## config.mk

```make
export PLATFORM = sky130hd
export DESIGN_NAME = id_ex_stage_flat
export DESIGN_NICKNAME = d
export VERILOG_FILES = /design/src/rtl/core_pkg.sv /design/src/rtl/id_ex_stage_if.sv /design/src/rtl/id_ex_stage_hazard_detect.sv /design/src/rtl/id_ex_stage.sv /design/src/flat_wrapper.sv
export SDC_FILE = /design/constraint.sdc
export NUM_CORES = 1
export LEC_CHECK = 0
export CORE_AREA = 10 10 137 139
export DETAILED_ROUTE_END_ITERATION = 12
export DIE_AREA = 0 0 147 149
export PLACE_DENSITY = 0.81
export SKIP_CTS_REPAIR_TIMING = 1
export SYNTH_ARGS = -nofsm -noshare
export SYNTH_HDL_FRONTEND = slang
export SYNTH_SLANG_ARGS = --single-unit
```

## constraint.sdc

```tcl
create_clock -name clk -period 2.2 [get_ports clk]
set_input_delay 0.22 -clock clk [delete_from_list [all_inputs] [get_ports clk]]
set_output_delay 0.22 -clock clk [all_outputs]
set_load 0.005 [all_outputs]
```

## src/rtl/core_pkg.sv

```systemverilog
// Shared core definitions: opcodes, ALU-op encodings and the decoder control bundle.
// Imported by the ID/EX stage and by later forwarding/EX work.
package core_pkg;

  localparam logic [5:0] OP_RTYPE = 6'd0;
  localparam logic [5:0] OP_LW    = 6'd35;
  localparam logic [5:0] OP_SW    = 6'd43;
  localparam logic [5:0] OP_BEQ   = 6'd4;
  localparam logic [5:0] OP_ADDI  = 6'd8;

  typedef enum logic [3:0] {
    ALU_ADD = 4'd0,
    ALU_SUB = 4'd1,
    ALU_AND = 4'd2,
    ALU_OR  = 4'd3,
    ALU_SLT = 4'd4,
    ALU_XOR = 4'd5
  } alu_op_e;

  typedef struct packed {
    logic    reg_write;
    logic    alu_src;
    logic    mem_read;
    logic    mem_write;
    logic    mem_to_reg;
    logic    branch;
    alu_op_e alu_op;
  } ctrl_t;

  localparam int CTRL_W = $bits(ctrl_t);

endpackage

```

## src/rtl/id_ex_stage_if.sv

```systemverilog
// ID/EX boundary bundle: decoder-side inputs, EX-side registered outputs,
// the stall back to IF/ID and the bubble counter.
interface id_ex_stage_if #(
  parameter int DATA_W = 32,
  parameter int REG_AW = 5,
  parameter int CNT_W  = 16
);
  logic              id_valid;
  logic              id_reg_write;
  logic              id_alu_src;
  logic              id_mem_read;
  logic              id_mem_write;
  logic              id_mem_to_reg;
  logic              id_branch;
  logic [3:0]        id_alu_op;
  logic              id_uses_rt;
  logic [REG_AW-1:0] id_rs;
  logic [REG_AW-1:0] id_rt;
  logic [REG_AW-1:0] id_rd;
  logic [DATA_W-1:0] id_rs_data;
  logic [DATA_W-1:0] id_rt_data;
  logic [DATA_W-1:0] id_imm;
  logic [DATA_W-1:0] id_pc4;
  logic              flush;

  logic              ex_valid;
  logic              ex_reg_write;
  logic              ex_alu_src;
  logic              ex_mem_read;
  logic              ex_mem_write;
  logic              ex_mem_to_reg;
  logic              ex_branch;
  logic [3:0]        ex_alu_op;
  logic [REG_AW-1:0] ex_rs;
  logic [REG_AW-1:0] ex_rt;
  logic [REG_AW-1:0] ex_dest;
  logic [DATA_W-1:0] ex_rs_data;
  logic [DATA_W-1:0] ex_rt_data;
  logic [DATA_W-1:0] ex_imm;
  logic [DATA_W-1:0] ex_pc4;
  logic              stall;
  logic [CNT_W-1:0]  bubble_cnt;

  modport master (
    output id_valid, id_reg_write, id_alu_src, id_mem_read, id_mem_write,
           id_mem_to_reg, id_branch, id_alu_op, id_uses_rt, id_rs, id_rt, id_rd,
           id_rs_data, id_rt_data, id_imm, id_pc4, flush,
    input  ex_valid, ex_reg_write, ex_alu_src, ex_mem_read, ex_mem_write,
           ex_mem_to_reg, ex_branch, ex_alu_op, ex_rs, ex_rt, ex_dest,
           ex_rs_data, ex_rt_data, ex_imm, ex_pc4, stall, bubble_cnt
  );

  modport slave (
    input  id_valid, id_reg_write, id_alu_src, id_mem_read, id_mem_write,
           id_mem_to_reg, id_branch, id_alu_op, id_uses_rt, id_rs, id_rt, id_rd,
           id_rs_data, id_rt_data, id_imm, id_pc4, flush,
    output ex_valid, ex_reg_write, ex_alu_src, ex_mem_read, ex_mem_write,
           ex_mem_to_reg, ex_branch, ex_alu_op, ex_rs, ex_rt, ex_dest,
           ex_rs_data, ex_rt_data, ex_imm, ex_pc4, stall, bubble_cnt
  );

endinterface

```

## src/rtl/id_ex_stage_hazard_detect.sv

```systemverilog
// Combinational load-use compare between the load sitting in EX and the
// instruction in ID. Kept separate so forwarding logic can reuse it.
module hazard_detect #(
  parameter int REG_AW = 5
) (
  input  logic              i_ex_valid,
  input  logic              i_ex_mem_read,
  input  logic [REG_AW-1:0] i_ex_dest,
  input  logic              i_id_valid,
  input  logic              i_id_uses_rt,
  input  logic [REG_AW-1:0] i_id_rs,
  input  logic [REG_AW-1:0] i_id_rt,
  output logic              o_load_use
);

  logic w_rs_hit;
  logic w_rt_hit;

  assign w_rs_hit = (i_id_rs == i_ex_dest);
  assign w_rt_hit = i_id_uses_rt & (i_id_rt == i_ex_dest);

  // A load into $zero produces nothing to wait for.
  assign o_load_use = i_ex_valid & i_ex_mem_read & (i_ex_dest != '0) &
                      i_id_valid & (w_rs_hit | w_rt_hit);

endmodule

```

## src/rtl/id_ex_stage.sv

```systemverilog
// ID/EX pipeline register with load-use stall, flush-to-bubble and a
// saturating count of load-use bubbles.
module id_ex_stage
  import core_pkg::*;
#(
  parameter int DATA_W = 32,
  parameter int REG_AW = 5,
  parameter int CNT_W  = 16
) (
  input  logic         clk,
  input  logic         rst_n,
  id_ex_stage_if.slave bus
);

  logic              r_valid;
  ctrl_t             r_ctrl;
  logic [REG_AW-1:0] r_rs;
  logic [REG_AW-1:0] r_rt;
  logic [REG_AW-1:0] r_dest;
  logic [DATA_W-1:0] r_rs_data;
  logic [DATA_W-1:0] r_rt_data;
  logic [DATA_W-1:0] r_imm;
  logic [DATA_W-1:0] r_pc4;
  logic [CNT_W-1:0]  r_bubble_cnt;

  logic              w_load_use;
  logic              w_bubble;
  ctrl_t             w_id_ctrl;
  logic [REG_AW-1:0] w_id_dest;

  hazard_detect #(.REG_AW(REG_AW)) u_hazard_detect (
    .i_ex_valid    (r_valid),
    .i_ex_mem_read (r_ctrl.mem_read),
    .i_ex_dest     (r_dest),
    .i_id_valid    (bus.id_valid),
    .i_id_uses_rt  (bus.id_uses_rt),
    .i_id_rs       (bus.id_rs),
    .i_id_rt       (bus.id_rt),
    .o_load_use    (w_load_use)
  );

  assign w_id_ctrl = '{
    reg_write:  bus.id_reg_write,
    alu_src:    bus.id_alu_src,
    mem_read:   bus.id_mem_read,
    mem_write:  bus.id_mem_write,
    mem_to_reg: bus.id_mem_to_reg,
    branch:     bus.id_branch,
    alu_op:     alu_op_e'(bus.id_alu_op)
  };

  // Immediate-form instructions write rt, R-type writes rd.
  assign w_id_dest = bus.id_alu_src ? bus.id_rt : bus.id_rd;
  assign w_bubble  = bus.flush | w_load_use;

  // Flush kills the ID instruction, so holding it would be wrong.
  assign bus.stall = rst_n & w_load_use & ~bus.flush;

  always_ff @(posedge clk) begin
    if (!rst_n) begin
      r_valid      <= 1'b0;
      r_ctrl       <= '0;
      r_rs         <= '0;
      r_rt         <= '0;
      r_dest       <= '0;
      r_rs_data    <= '0;
      r_rt_data    <= '0;
      r_imm        <= '0;
      r_pc4        <= '0;
      r_bubble_cnt <= '0;
    end else if (w_bubble) begin
      r_valid   <= 1'b0;
      r_ctrl    <= '0;
      r_rs      <= '0;
      r_rt      <= '0;
      r_dest    <= '0;
      r_rs_data <= '0;
      r_rt_data <= '0;
      r_imm     <= '0;
      r_pc4     <= '0;
      if (!bus.flush && (r_bubble_cnt != '1)) begin
        r_bubble_cnt <= r_bubble_cnt + CNT_W'(1);
      end
    end else begin
      r_valid   <= bus.id_valid;
      r_ctrl    <= bus.id_valid ? w_id_ctrl : '0;
      r_rs      <= bus.id_rs;
      r_rt      <= bus.id_rt;
      r_dest    <= w_id_dest;
      r_rs_data <= bus.id_rs_data;
      r_rt_data <= bus.id_rt_data;
      r_imm     <= bus.id_imm;
      r_pc4     <= bus.id_pc4;
    end
  end

  assign bus.ex_valid      = r_valid;
  assign bus.ex_reg_write  = r_ctrl.reg_write;
  assign bus.ex_alu_src    = r_ctrl.alu_src;
  assign bus.ex_mem_read   = r_ctrl.mem_read;
  assign bus.ex_mem_write  = r_ctrl.mem_write;
  assign bus.ex_mem_to_reg = r_ctrl.mem_to_reg;
  assign bus.ex_branch     = r_ctrl.branch;
  assign bus.ex_alu_op     = r_ctrl.alu_op;
  assign bus.ex_rs         = r_rs;
  assign bus.ex_rt         = r_rt;
  assign bus.ex_dest       = r_dest;
  assign bus.ex_rs_data    = r_rs_data;
  assign bus.ex_rt_data    = r_rt_data;
  assign bus.ex_imm        = r_imm;
  assign bus.ex_pc4        = r_pc4;
  assign bus.bubble_cnt    = r_bubble_cnt;

endmodule

```

## src/flat_wrapper.sv

```systemverilog
// flat-port wrapper written by rule: the top's interface ports become plain ports
module id_ex_stage_flat import core_pkg::*;
#(
  parameter int DATA_W = 32,
  parameter int REG_AW = 5,
  parameter int CNT_W  = 16
)
  (clk, rst_n, bus_id_valid, bus_id_reg_write, bus_id_alu_src, bus_id_mem_read, bus_id_mem_write, bus_id_mem_to_reg, bus_id_branch, bus_id_alu_op, bus_id_uses_rt, bus_id_rs, bus_id_rt, bus_id_rd, bus_id_rs_data, bus_id_rt_data, bus_id_imm, bus_id_pc4, bus_flush, bus_ex_valid, bus_ex_reg_write, bus_ex_alu_src, bus_ex_mem_read, bus_ex_mem_write, bus_ex_mem_to_reg, bus_ex_branch, bus_ex_alu_op, bus_ex_rs, bus_ex_rt, bus_ex_dest, bus_ex_rs_data, bus_ex_rt_data, bus_ex_imm, bus_ex_pc4, bus_stall, bus_bubble_cnt);
  id_ex_stage_if #(.DATA_W(DATA_W), .REG_AW(REG_AW), .CNT_W(CNT_W)) bus_i ();
  input  logic clk;
  input  logic rst_n;
  input wire logic [$bits(bus_i.id_valid)-1:0] bus_id_valid;
  input wire logic [$bits(bus_i.id_reg_write)-1:0] bus_id_reg_write;
  input wire logic [$bits(bus_i.id_alu_src)-1:0] bus_id_alu_src;
  input wire logic [$bits(bus_i.id_mem_read)-1:0] bus_id_mem_read;
  input wire logic [$bits(bus_i.id_mem_write)-1:0] bus_id_mem_write;
  input wire logic [$bits(bus_i.id_mem_to_reg)-1:0] bus_id_mem_to_reg;
  input wire logic [$bits(bus_i.id_branch)-1:0] bus_id_branch;
  input wire logic [$bits(bus_i.id_alu_op)-1:0] bus_id_alu_op;
  input wire logic [$bits(bus_i.id_uses_rt)-1:0] bus_id_uses_rt;
  input wire logic [$bits(bus_i.id_rs)-1:0] bus_id_rs;
  input wire logic [$bits(bus_i.id_rt)-1:0] bus_id_rt;
  input wire logic [$bits(bus_i.id_rd)-1:0] bus_id_rd;
  input wire logic [$bits(bus_i.id_rs_data)-1:0] bus_id_rs_data;
  input wire logic [$bits(bus_i.id_rt_data)-1:0] bus_id_rt_data;
  input wire logic [$bits(bus_i.id_imm)-1:0] bus_id_imm;
  input wire logic [$bits(bus_i.id_pc4)-1:0] bus_id_pc4;
  input wire logic [$bits(bus_i.flush)-1:0] bus_flush;
  output wire logic [$bits(bus_i.ex_valid)-1:0] bus_ex_valid;
  output wire logic [$bits(bus_i.ex_reg_write)-1:0] bus_ex_reg_write;
  output wire logic [$bits(bus_i.ex_alu_src)-1:0] bus_ex_alu_src;
  output wire logic [$bits(bus_i.ex_mem_read)-1:0] bus_ex_mem_read;
  output wire logic [$bits(bus_i.ex_mem_write)-1:0] bus_ex_mem_write;
  output wire logic [$bits(bus_i.ex_mem_to_reg)-1:0] bus_ex_mem_to_reg;
  output wire logic [$bits(bus_i.ex_branch)-1:0] bus_ex_branch;
  output wire logic [$bits(bus_i.ex_alu_op)-1:0] bus_ex_alu_op;
  output wire logic [$bits(bus_i.ex_rs)-1:0] bus_ex_rs;
  output wire logic [$bits(bus_i.ex_rt)-1:0] bus_ex_rt;
  output wire logic [$bits(bus_i.ex_dest)-1:0] bus_ex_dest;
  output wire logic [$bits(bus_i.ex_rs_data)-1:0] bus_ex_rs_data;
  output wire logic [$bits(bus_i.ex_rt_data)-1:0] bus_ex_rt_data;
  output wire logic [$bits(bus_i.ex_imm)-1:0] bus_ex_imm;
  output wire logic [$bits(bus_i.ex_pc4)-1:0] bus_ex_pc4;
  output wire logic [$bits(bus_i.stall)-1:0] bus_stall;
  output wire logic [$bits(bus_i.bubble_cnt)-1:0] bus_bubble_cnt;
  assign bus_i.id_valid = bus_id_valid;
  assign bus_i.id_reg_write = bus_id_reg_write;
  assign bus_i.id_alu_src = bus_id_alu_src;
  assign bus_i.id_mem_read = bus_id_mem_read;
  assign bus_i.id_mem_write = bus_id_mem_write;
  assign bus_i.id_mem_to_reg = bus_id_mem_to_reg;
  assign bus_i.id_branch = bus_id_branch;
  assign bus_i.id_alu_op = bus_id_alu_op;
  assign bus_i.id_uses_rt = bus_id_uses_rt;
  assign bus_i.id_rs = bus_id_rs;
  assign bus_i.id_rt = bus_id_rt;
  assign bus_i.id_rd = bus_id_rd;
  assign bus_i.id_rs_data = bus_id_rs_data;
  assign bus_i.id_rt_data = bus_id_rt_data;
  assign bus_i.id_imm = bus_id_imm;
  assign bus_i.id_pc4 = bus_id_pc4;
  assign bus_i.flush = bus_flush;
  assign bus_ex_valid = bus_i.ex_valid;
  assign bus_ex_reg_write = bus_i.ex_reg_write;
  assign bus_ex_alu_src = bus_i.ex_alu_src;
  assign bus_ex_mem_read = bus_i.ex_mem_read;
  assign bus_ex_mem_write = bus_i.ex_mem_write;
  assign bus_ex_mem_to_reg = bus_i.ex_mem_to_reg;
  assign bus_ex_branch = bus_i.ex_branch;
  assign bus_ex_alu_op = bus_i.ex_alu_op;
  assign bus_ex_rs = bus_i.ex_rs;
  assign bus_ex_rt = bus_i.ex_rt;
  assign bus_ex_dest = bus_i.ex_dest;
  assign bus_ex_rs_data = bus_i.ex_rs_data;
  assign bus_ex_rt_data = bus_i.ex_rt_data;
  assign bus_ex_imm = bus_i.ex_imm;
  assign bus_ex_pc4 = bus_i.ex_pc4;
  assign bus_stall = bus_i.stall;
  assign bus_bubble_cnt = bus_i.bubble_cnt;
  id_ex_stage #(.DATA_W(DATA_W), .REG_AW(REG_AW), .CNT_W(CNT_W)) u_core (.clk(clk), .rst_n(rst_n), .bus(bus_i));
endmodule
```

Word-level counts from Yosys, hierarchy flattened
Cells that the tools add are included.
{"block": "classes", "n_eq_ne": 3, "bitwise": 12, "n_mux": 1, "add_sub_neg": 1, "reduce_logical": 6}
{"cell": "16-bit by 1-bit adder with 16-bit output, second input constant", "count": 1}
{"cell": "16-bit inequality test, second input constant", "count": 1}
{"cell": "5-bit == test", "count": 2}
{"cell": "1-bit bitwise AND", "count": 7}
{"cell": "5-bit 2-to-1 mux", "count": 1}
{"cell": "5-bit nonzero test", "count": 1}
{"cell": "1-bit inverter", "count": 3}
{"cell": "3-bit OR reduction", "count": 1}
{"cell": "1-bit bitwise OR", "count": 2}
{"cell": "2-bit AND reduction", "count": 1}
{"cell": "2-bit OR reduction", "count": 1}
{"cell": "1-bit logical AND", "count": 1}
{"cell": "1-bit zero test", "count": 1}
{"block": "totals", "in_bits": 158, "wordCells": 39, "ff_bits": 170, "out_inout_bits": 171}

Depth between registers and ports, before layout
{"block": "logic_depth", "ltp_word": 6, "mapped_depth": 8, "ltp_nobuf": 6}

Modules after synthesis
A second synthesis with hierarchy kept.
{"block": "unflattened", "cells_unflattened": 451, "hier_area_um2": 5144.9}
{"mod": "id_ex_stage", "area_per_inst_um2": 5014.8, "cells_per_inst": 434, "n_inst": 1}
{"mod": "hazard_detect", "area_per_inst_um2": 130.1, "cells_per_inst": 17, "n_inst": 1}

Worst setup path before layout
No wires, ideal clock.
{"block": "synth_timing", "path_type": "flip-flop to flip-flop", "from": "register u_core.r_bubble_cnt[0] (netlist: u_core.bus.bubble_cnt[0])", "to": "register u_core.r_bubble_cnt[14] (netlist: u_core.bus.bubble_cnt[14])", "setup_time_ns": 0.070, "n_path_buf": 0, "t_arrival_ns": 2.115, "path_slack_ns": 0.015, "stages_incl_launch_ff": 7, "synth_period_minus_slack_ns": 2.185, "required_time_ns": 2.130, "cell_sequence": "dfxtp_1 -> ha_1 -> nand3_2 -> or4_4 -> or4_1 -> or3_1 -> a21oi_1"}
{"block": "synth_via", "elab_chain_cells": 3, "elab_cells_between_ends": 4, "classes_between": "add/sub (1); eq/ne (1); reduce/logical (2)"}
{"element": "start, declared", "line_no": "id_ex_stage.sv:24", "source": "logic [CNT_W-1:0] r_bubble_cnt;"}
{"element": "start signal, assigned", "line_no": "id_ex_stage.sv:82", "source": "r_bubble_cnt <= r_bubble_cnt + CNT_W'(1);"}
{"element": "parallel branches: the longest is 3 deep, another holds 16-bit by 1-bit adder with 16-bit output"}
Parallel ways; which one is timed is not known.
A chain may end at the register's enable or synchronous reset.

Worst setup path in the final report
Ends and elaborated chain as after synthesis.

==> reports/metrics.csv <==
metric,value,unit
total clock buffers created by CTS,17,
row count,47,
Post-Synthesis Cells,460,
first-pass GRT wire length,26700,um
GRT Overall Usage,15.9,%
clock sinks,170,
clock buffer depth,2,
asr flop ratio synth,0,%
Worst-Margin Slew,0.522,ns
CP Capture Type,flip-flop,
Post-Synthesis Net Count,619,
Sum Neg Setup Slack,0,ns
Max Freq,469,MHz
slew margin rel.,64.8,%
maximum fanout along the worst path,3,
Root Buffer,clkbuf_16,
DRC Markers,0,
Most common cell on crit path,or4_4,
final hold viol count,0,
die width,147,um
met2 Use GR,27.9,%
Tmin final,2.13,ns
outcome,"complete, no violations",
Reg2Reg Setup Slack,0.07,ns
worst r2r dst,u_core.bus.bubble_cnt[14]$_SDFFE_PN0P_,
top cell type's share of synthesized area,65.1,%
synthesized area per cell,11.4,um2
routed wire length,18000,um
max-cap violation count,0,
kind of cell adding the most delay to the critical path,simple AND/OR/NAND/NOR gates,
ys flop type,dfxtp_1,
number of I/O pins,329,
gr ovfl total,0,
Final period util,96.9,%
total number of vias,4386,
WP buf/inv,0,
Slew Limit Fails,0,
Min-Delay Path Depth,2,
DRT antenna net count,0,
WL/cell,17.2,um
GR peak layer,met2,
Synth area leader,dfxtp_1,
Leak Pwr,0.00373,uW
top post-synthesis cells by count,"dfxtp_1, and2_1, clkbuf_1",
reg2reg start,u_core.bus.bubble_cnt[0]$_SDFFE_PN0P_,
warning count from the yosys run,0,
crit-path max cell delay,0.51,ns
Final Cell Area,9580,um2
Hold Path Class,in -> reg,
Peak supply drop,0.587,mV
unrepaired setup endpoints after global routing,no,
pin count of the biggest net entering global routing,53,
critical path class,reg -> reg,
# diodes,0,
starting density of the core,32.3,%
total power,6940,uW
Seq cells post-synth,170,
vias in the first global route,4570,
DRT iter0 DRCs,146,
layout overhead on the synthesized area,83.1,%
CP arrival,2.48,ns
Core Region,16200,um2
layout cell share with drive strength beyond 1,8.97,%
via/cell ratio,4.20,
# setup viols final,0,
PnR worst setup slack,0.0690,ns
CP cell instances,ha_2 -> nand3_2 -> or4_4 -> or4_4 -> or3_1 -> a21oi_1,
GP Congestion,0.780,
First-pass DRT Iterations,5,
Synth cell types,37,
Worst Hold End,u_core.bus.ex_rs_data[13]$_SDFF_PP0_,
CTS tree,yes,
Worst setup SP type,flip-flop,
GR Util met3,8.56,%
Required @ worst endpoint,2.55,ns
dpl ws,-0.161,ns
Netlist Area Pre-Place,5230,um2
Post-synth EDFFs,0,
most frequent cell after synthesis,dfxtp_1,
Worst path slowest cell,or4_4,
initial antenna violation count,0,
"top cells by area, synth","dfxtp_1, and2_1, mux2i_1",
PwrDens,725,nW/um2
Worst Skew,0.00927,ns
clk slew on worst S/H paths,0.07,ns
NumNets Final,971,
Die ar.,21900,um2
R2R depth,6,
clock latency on the worst-skew pair,0.42,ns
met1 Use GR,15.9,%
dpl hpwl,14700,um
sequential area share after synthesis,65.1,%
min-delay src,bus_id_rs_data[13],
I/O Buffers,328,
die height,149,um
H-tree levels,4,
Post-DP Area,8940,um2
## area by class of cell
type | instances | area (um2)
multi-input combinational | 263 | 1760
inverter | 3 | 11.3
timing repair buffer | 357 | 3530
clock inverter | 13 | 153
tap | 220 | 275
sequential | 170 | 3410
fill | 1293 | 6600
clock buffer | 19 | 443
## worst max path at each step
stage	startpoint	endpoint	cells past startpoint
detailed placement	bus_id_valid	bus_stall	6
global route	u_core.bus.bubble_cnt[1]$_SDFFE_PN0P_	u_core.bus.bubble_cnt[14]$_SDFFE_PN0P_	6
finish	u_core.bus.bubble_cnt[0]$_SDFFE_PN0P_	u_core.bus.bubble_cnt[14]$_SDFFE_PN0P_	6
CTS	u_core.bus.ex_dest[1]$_SDFF_PP0_	bus_stall	5
global placement	bus_id_valid	bus_stall	6
floorplan	u_core.bus.bubble_cnt[0]$_SDFFE_PN0P_	u_core.bus.bubble_cnt[14]$_SDFFE_PN0P_	6
## where the power goes
| part | switching (uW) | internal (uW) |
|---|---|---|
| clock network | 1340 | 1650 |
| registers | 30.0 | 3190 |
| logic | 210 | 518 |
| total | 1580 | 5360 |
## metrics by stage
stage / hold WS [ns] / util, % / instances
6_report: 0.352 / 59.2 / 1045
2_1_floorplan: 0.342 / - / 460
5_1_grt: 0.333 / 59.2 / 1045
3_5_place_dp: 0.480 / 55.3 / 1013
4_1_cts: 0.331 / 59.0 / 1045
3_3_place_gp: 0.474 / 55.3 / 1013
## routing by layer
layer  vias to the layer above  share of wire [%]
li1                       2192                  -
met1                      1979                 36
met2                       199                 51
met3                        16                 11
met4                         0                1.2
met5                         -                  0
## cells by family (layout without fill, tap and decap cells)
logic type / after synthesis / in the layout / synth area share (%)
and+or+nand+nor: 219 / 219 / 25.8
xor gates and xnor gates: 10 / 10 / 1.67
DFF: 170 / 170 / 65.1
AOI/OAI and AO/OA: 18 / 18 / 2.25
muxes: 15 / 15 / 2.87
buffers and inverters: 27 / 392 / 2.10
adders and majority gates: 1 / 1 / 0.239
## placed cells by master (no fill, tap or decap), types with 4 or more instances in the layout
master           instances
nor4_1                   7
clkbuf_16               17
and2_1                 140
or4_1                    4
nand3_1                  4
clkdlybuf4s50_1        327
nand2_1                 18
inv_8                    5
o31ai_1                  4
and3_1                  11
xnor2_1                 10
nand2b_1                 8
dfxtp_1                167
nor2b_1                  5
buf_4                   27
a21oi_1                  5
mux2i_1                 15
Power figures use the tool's default switching activity.
